[config.mk]
export PLATFORM = sky130hd
export DESIGN_NAME = integrator_chain_flat
export DESIGN_NICKNAME = d
export VERILOG_FILES = /design/src/rtl/integrator_chain_pkg.sv /design/src/rtl/integrator_chain_if.sv /design/src/rtl/integrator_chain_stage.sv /design/src/rtl/integrator_chain.sv /design/src/flat_wrapper.sv
export SDC_FILE = /design/constraint.sdc
export NUM_CORES = 1
export LEC_CHECK = 0
export CELL_PAD_IN_SITES_DETAIL_PLACEMENT = 0
export CELL_PAD_IN_SITES_GLOBAL_PLACEMENT = 2
export CORE_MARGIN = 3
export CORE_UTILIZATION = 38
export CTS_BUF_LIST = sky130_fd_sc_hd__clkbuf_8
export DETAILED_ROUTE_END_ITERATION = 10
export GPL_TIMING_DRIVEN = 0
export MAX_ROUTING_LAYER = met4
export PLACE_DENSITY_LB_ADDON = 0.1
export REMOVE_ABC_BUFFERS = 1
export SETUP_SLACK_MARGIN = 0.05
export SLEW_MARGIN = 20
export SYNTH_ARGS = -nofsm -noshare
export SYNTH_HDL_FRONTEND = slang
export SYNTH_SLANG_ARGS = --single-unit
[constraint.sdc]
create_clock -name clk -period 3.8 [get_ports clk]
set_input_delay 0.76 -clock clk [delete_from_list [all_inputs] [get_ports clk]]
set_output_delay 0.76 -clock clk [all_outputs]
set_load 0.01 [all_outputs]
[src/rtl/integrator_chain_pkg.sv]
// Shared constants and parameter checks for the cascaded integrator chain.
package integrator_chain_pkg;

  localparam int INT_WRAP = 0;
  localparam int INT_SAT  = 1;

  // Legal geometry: accumulator at least as wide as the input, 1..8 stages.
  function automatic bit params_ok(int n, int m, int k);
    return (m >= n) && (k >= 1) && (k <= 8);
  endfunction

endpackage

[src/rtl/integrator_chain_if.sv]
// Sample/result bundle between a producer and the integrator chain.
interface integrator_chain_if #(
  parameter int n = 16,
  parameter int m = 24
);
  logic                in_valid;
  logic signed [n-1:0] in;
  logic                dump;
  logic signed [m-1:0] out;
  logic                out_valid;
  logic                sat_flag;

  modport master (
    output in_valid, in, dump,
    input  out, out_valid, sat_flag
  );

  modport slave (
    input  in_valid, in, dump,
    output out, out_valid, sat_flag
  );
endinterface

[src/rtl/integrator_chain_stage.sv]
// One integrator: m-bit accumulator, m+1-bit sum, wrap or clamp, sticky clamp flag.
module integrator_chain_stage
  import integrator_chain_pkg::*;
#(
  parameter int m     = 24,
  parameter int sat   = INT_WRAP,
  parameter bit first = 1'b0
) (
  input  logic                clk,
  input  logic                clr_n,
  input  logic                en,
  input  logic                dump,
  input  logic signed [m-1:0] add_in,
  output logic signed [m-1:0] acc,
  output logic                clamp
);

  logic signed [m:0]   sum;
  logic signed [m-1:0] nxt;
  logic                hit;

  assign sum = {acc[m-1], acc} + {add_in[m-1], add_in};

  // Overflow shows as the two top bits of the wide sum disagreeing.
  always_comb begin
    nxt = sum[m-1:0];
    hit = 1'b0;
    if (sat == INT_SAT && (sum[m] ^ sum[m-1])) begin
      hit = 1'b1;
      nxt = sum[m] ? {1'b1, {(m-1){1'b0}}} : {1'b0, {(m-1){1'b1}}};
    end
  end

  always_ff @(posedge clk or negedge clr_n) begin
    if (!clr_n) begin
      acc   <= '0;
      clamp <= 1'b0;
    end else if (dump) begin
      // Restart: only the head stage picks up the sample that arrives with dump.
      acc   <= (en && first) ? add_in : '0;
      clamp <= 1'b0;
    end else if (en) begin
      acc   <= nxt;
      clamp <= clamp | hit;
    end
  end

endmodule

[src/rtl/integrator_chain.sv]
// k cascaded signed integrators with valid qualification, dump and wrap/saturate.
module integrator_chain
  import integrator_chain_pkg::*;
#(
  parameter int n   = 16,
  parameter int m   = 24,
  parameter int k   = 3,
  parameter int sat = INT_WRAP
) (
  input logic               clk,
  input logic               clr_n,
  integrator_chain_if.slave bus
);

  if (!params_ok(n, m, k)) begin : g_bad_params
    $error("integrator_chain: need m >= n and 1 <= k <= 8");
  end

  logic [k-1:0][m-1:0] acc;
  logic [k-1:0][m-1:0] stage_in;
  logic [k-1:0]        clamp;
  logic                vld;

  for (genvar j = 0; j < k; j++) begin : g_stage
    if (j == 0) begin : g_head
      assign stage_in[j] = m'(bus.in);
    end else begin : g_tail
      assign stage_in[j] = acc[j-1];
    end

    integrator_chain_stage #(
      .m     (m),
      .sat   (sat),
      .first (j == 0)
    ) u_stage (
      .clk    (clk),
      .clr_n  (clr_n),
      .en     (bus.in_valid),
      .dump   (bus.dump),
      .add_in (stage_in[j]),
      .acc    (acc[j]),
      .clamp  (clamp[j])
    );
  end

  // A dump with a sample still counts as an accepted sample.
  always_ff @(posedge clk or negedge clr_n) begin
    if (!clr_n) vld <= 1'b0;
    else        vld <= bus.in_valid;
  end

  assign bus.out       = acc[k-1];
  assign bus.out_valid = vld;
  assign bus.sat_flag  = (sat == INT_SAT) ? |clamp : 1'b0;

endmodule

[src/flat_wrapper.sv]
// flat-port wrapper written by rule: the top's interface ports become plain ports
module integrator_chain_flat import integrator_chain_pkg::*;
#(
  parameter int n   = 16,
  parameter int m   = 24,
  parameter int k   = 3,
  parameter int sat = INT_WRAP
)
  (clk, clr_n, bus_in_valid, bus_in, bus_dump, bus_out, bus_out_valid, bus_sat_flag);
  integrator_chain_if #(.n(n), .m(m)) bus_i ();
  input logic clk;
  input logic clr_n;
  input wire logic [$bits(bus_i.in_valid)-1:0] bus_in_valid;
  input wire logic [$bits(bus_i.in)-1:0] bus_in;
  input wire logic [$bits(bus_i.dump)-1:0] bus_dump;
  output wire logic [$bits(bus_i.out)-1:0] bus_out;
  output wire logic [$bits(bus_i.out_valid)-1:0] bus_out_valid;
  output wire logic [$bits(bus_i.sat_flag)-1:0] bus_sat_flag;
  assign bus_i.in_valid = bus_in_valid;
  assign bus_i.in = bus_in;
  assign bus_i.dump = bus_dump;
  assign bus_out = bus_i.out;
  assign bus_out_valid = bus_i.out_valid;
  assign bus_sat_flag = bus_i.sat_flag;
  integrator_chain #(.n(n), .m(m), .k(k), .sat(sat)) u_core (.clk(clk), .clr_n(clr_n), .bus(bus_i));
endmodule
==> results.md <==
* Reg clk slew, reported paths at 0.09 ns
* Post-route cell area at ~7200 um2
* Slew Limit Fails at 0
* Synth Area in Adders at 14.3%
* Max-slew headroom at 25.3%
* Router iterations before antenna repair at 4
* Hold Fails Final Rpt at 0
* CP cell instances: clkdlybuf4s50_1, ha_1, inv_1, fa_1, nor2b_1, o31a_1, o21ai_1, a211oi_1, a211oi_1, and3_1, a31oi_1, nand2_1
* CTS resizes at 0
* Worst R2R Setup Slack at around 0.56 ns
* Critical Path Max Stage Delay at ~0.56 ns
* Worst-margin pin slew at between 1 and 1.5 ns
* Distinct cells, synth at around 60
* Sequential power share at between 30% and 40%
* Worst path top cell family by delay: compound AO/OA/AOI/OAI gates
* Worst-Skew Late Latency at ~0.36 ns
* Synth-to-Final Area Change at 10.9%
* Hpwl dp at approximately 12 mm
* Top cell type by total area after synthesis: dfrtp_1
* I/O pins at 46
* Mean Syn Cell Area at between 8 and 9 um2
* Reg2reg end: u_core.g_stage[1].u_stage.acc[22]
* Final Non-Filler Cells at a little under 1000
* Top cell by count, worst path: a211oi_1
* Fin nets at ~850
* RSZ-0062 raised after global routing: false
* Port Buf Inserts at 44
* Clock root buffer: clkbuf_8
* Leak pwr at about 3.3 nW
* Arrival time at the worst endpoint at about 3.7 ns
* Post-synth EDFFs at 0
* Net Sw Frac at approximately 40%
* Peak Freq at roughly 290 MHz
* Hold WC Path Type: in -> async
* Clock group share of total power at approximately 23%
* Main synth FF type: dfrtp_1
* Reg-to-reg startpoint: u_core.g_stage[0].u_stage.acc[0]
* Crit path kind: in -> reg
* Post-Route WL at approximately 16 mm
* CTS tree: done
* Yosys top cell area share at between 20% and 30%
* Clock tree buffer depth at 2
* Most frequent cells in the layout: 73 x dfrtp_1, 69 x ha_1, 65 x nand2_1
* YS warnings at 0
* Antenna Cells at 0
* Commonest non-fill, non-tap cell in the layout: dfrtp_1
* Post-Syn Instances at 754
* Setup Buffers After CTS at 0
* Placed cell count at just under 1000
* CP Buf/Inv Count at 2
* Wire per inst at around 16 um
* Yosys reg bits at 73
* Critical Path Sink Type: flip-flop
* CTS buffer count at 9
* Switching pwr at about 1.3 mW
* Initial Util at between 30% and 40%
* Period utilization at between 90% and 100%
* Synth Area in XOR/XNOR at approximately 7.3%
* Status: complete, no violations
* Worst path slowest cell: a211oi_1
* Post-route ant nets at 0
* Vias at 5381
* Initial antenna violation count at 0
* Synth Area in Compound Gates at between 20% and 30%
* DRC viols at 0
* Register area share after synthesis at 28.3%
* Crit start category: input port
* Largest family of logic cells by synthesized area: compound AO/OA/AOI/OAI gates
* CTS HTree Levels at 3
* PwrDens at roughly 440 nW/um2
* Vias in the first global route at 5305
* First-pass GRT wire length at roughly 27 mm
* Die area at 18600 um2
* Final clock skew at approximately 0.014 ns
* Die W at between 100 and 150 um
* Ranking of synthesized cells by area: dfrtp_1 28%, ha_1 13%, a21oi_1 4.7%
* WP data required at about 4.0 ns
* Placed Area at approximately 6900 um2
* Sink Count at 73
* Reg2Reg Depth at 10
* Cts hold-fix bufs at 0
* Cell Int Power at just under 2 mW
* All-Layer GR Usage at approximately 18%
* Num rows at 47
* Share of cells above drive strength 1 at approximately 3.7%
* Simple-gate area share of the yosys netlist at ~14%
* CORE AREA at ~17000 um2
* Finish-stage setup viols at 0
* Core Util, Final at roughly 43%
* Multiplexer share of the synthesized area at roughly 3.8%
* Cell area after synthesis at about 6500 um2
* Grt ovf at 0
* Via density at 5.49
* WHS at 0.263 ns
* Chip height at 136 um
* Iter 0 DRT Violations at between 200 and 300
* Final min period at 3.44 ns
* Max-cap violations at 0
* CP Max Fanout at 4
* Largest net degree at the start of global routing at 63
* Global placer's final weighted congestion at 0.828
* Peak supply drop at roughly 0.18 mV
* Comb power frac at 44.7%
* Async SR Flop Fraction at 100%
[metal layers]
| metal | track usage, % | wire length, um | vias up |
|---|---|---|---|
| li1 | - | - | 2777 |
| met1 | 26.0 | 8390 | 2494 |
| met2 | 28.2 | 6870 | 95 |
| met3 | 2.33 | 456 | 15 |
| met4 | 4.42 | 181 | 0 |
| met5 | - | 0 | - |
[flip-flops by register name, indices dropped and copies added (netlist names)]
| register | cells |
|---|---|
| u_core.g_stage.u_stage.acc | 72 |
| u_core.bus.out_valid | 1 |
[worst max path at each step]
| stage | start | end | slack (ns) | cells past startpoint |
|---|---|---|---|---|
| after global routing | bus_in[0] | u_core.g_stage[0].u_stage.acc[22] | 0.12 | 12 |
| after detailed placement | bus_in[0] | u_core.g_stage[0].u_stage.acc[22] | -0.02 | 12 |
| after floorplan | u_core.g_stage[0].u_stage.acc[0] | u_core.g_stage[1].u_stage.acc[22] | 0.87 | 10 |
| after CTS | bus_in[0] | u_core.g_stage[0].u_stage.acc[22] | 0.36 | 12 |
| after global placement | bus_in_valid | u_core.g_stage[0].u_stage.acc[9] | -2.45 | 4 |
| final | bus_in[0] | u_core.g_stage[0].u_stage.acc[22] | 0.36 | 12 |
[Yosys cell counts (all sizes together) (4+ instances only)]
cell	instances
o21a	6
nand2b	9
a221oi	4
mux2i	21
o21bai	9
a22oi	4
a211oi	14
and3	13
a21oi	61
and2	5
a221o	6
a31oi	5
a21o	32
nor2	52
a41oi	4
nand4	7
a22o	15
xnor2	29
nand3	16
o31ai	7
nand2	65
nor2b	5
clkbuf	27
xor2	25
inv	16
dfrtp	73
nor3	13
or3	4
o21ai	73
buf	28
ha	69
[layout make-up]
class	instances	area [um2]
Clock inverter	6	91.3
Inverter	16	60.1
Timing Repair Buffer	46	488
Sequential cell	73	1830
Clock buffer	10	138
Multi-Input combinational cell	610	4290
Fill cell	1630	9470
Tap cell	220	275
[per-stage QoR]
| step | power, mW | setup TNS, ns | setup slack (ns) |
|---|---|---|---|
| final | 3.19 | 0 | 0.357 |
| after detailed placement | 2.49 | -0.0165 | -0.0165 |
| after global placement | 2.46 | -136.24 | -2.45 |
| after floorplan | 2.07 | 0 | 0.872 |
| after CTS | 3.21 | 0 | 0.364 |
| after global routing | 3.45 | 0 | 0.122 |
[power groups by stage]
stage,Clock [mW],Combinational [mW],Sequential [mW]
after floorplan,0,1.06,1.02
after global placement,0,1.41,1.06
after detailed placement,0,1.43,1.06
after CTS,0.736,1.43,1.05
after global routing,0.770,1.62,1.07
final,0.715,1.42,1.05
[kinds of logic (layout without fill, tap and decap cells)]
kind of cell | after synthesis | count (layout)
AOI/OAI and AO/OA | 261 | 261
DFF | 73 | 73
adders and majority gates | 72 | 72
xor gates and xnor gates | 54 | 54
and+or+nand+nor | 198 | 198
buffers and inverters | 71 | 78
muxes | 24 | 24
other | 1 | 1
(Power assumes the default switching activity.)
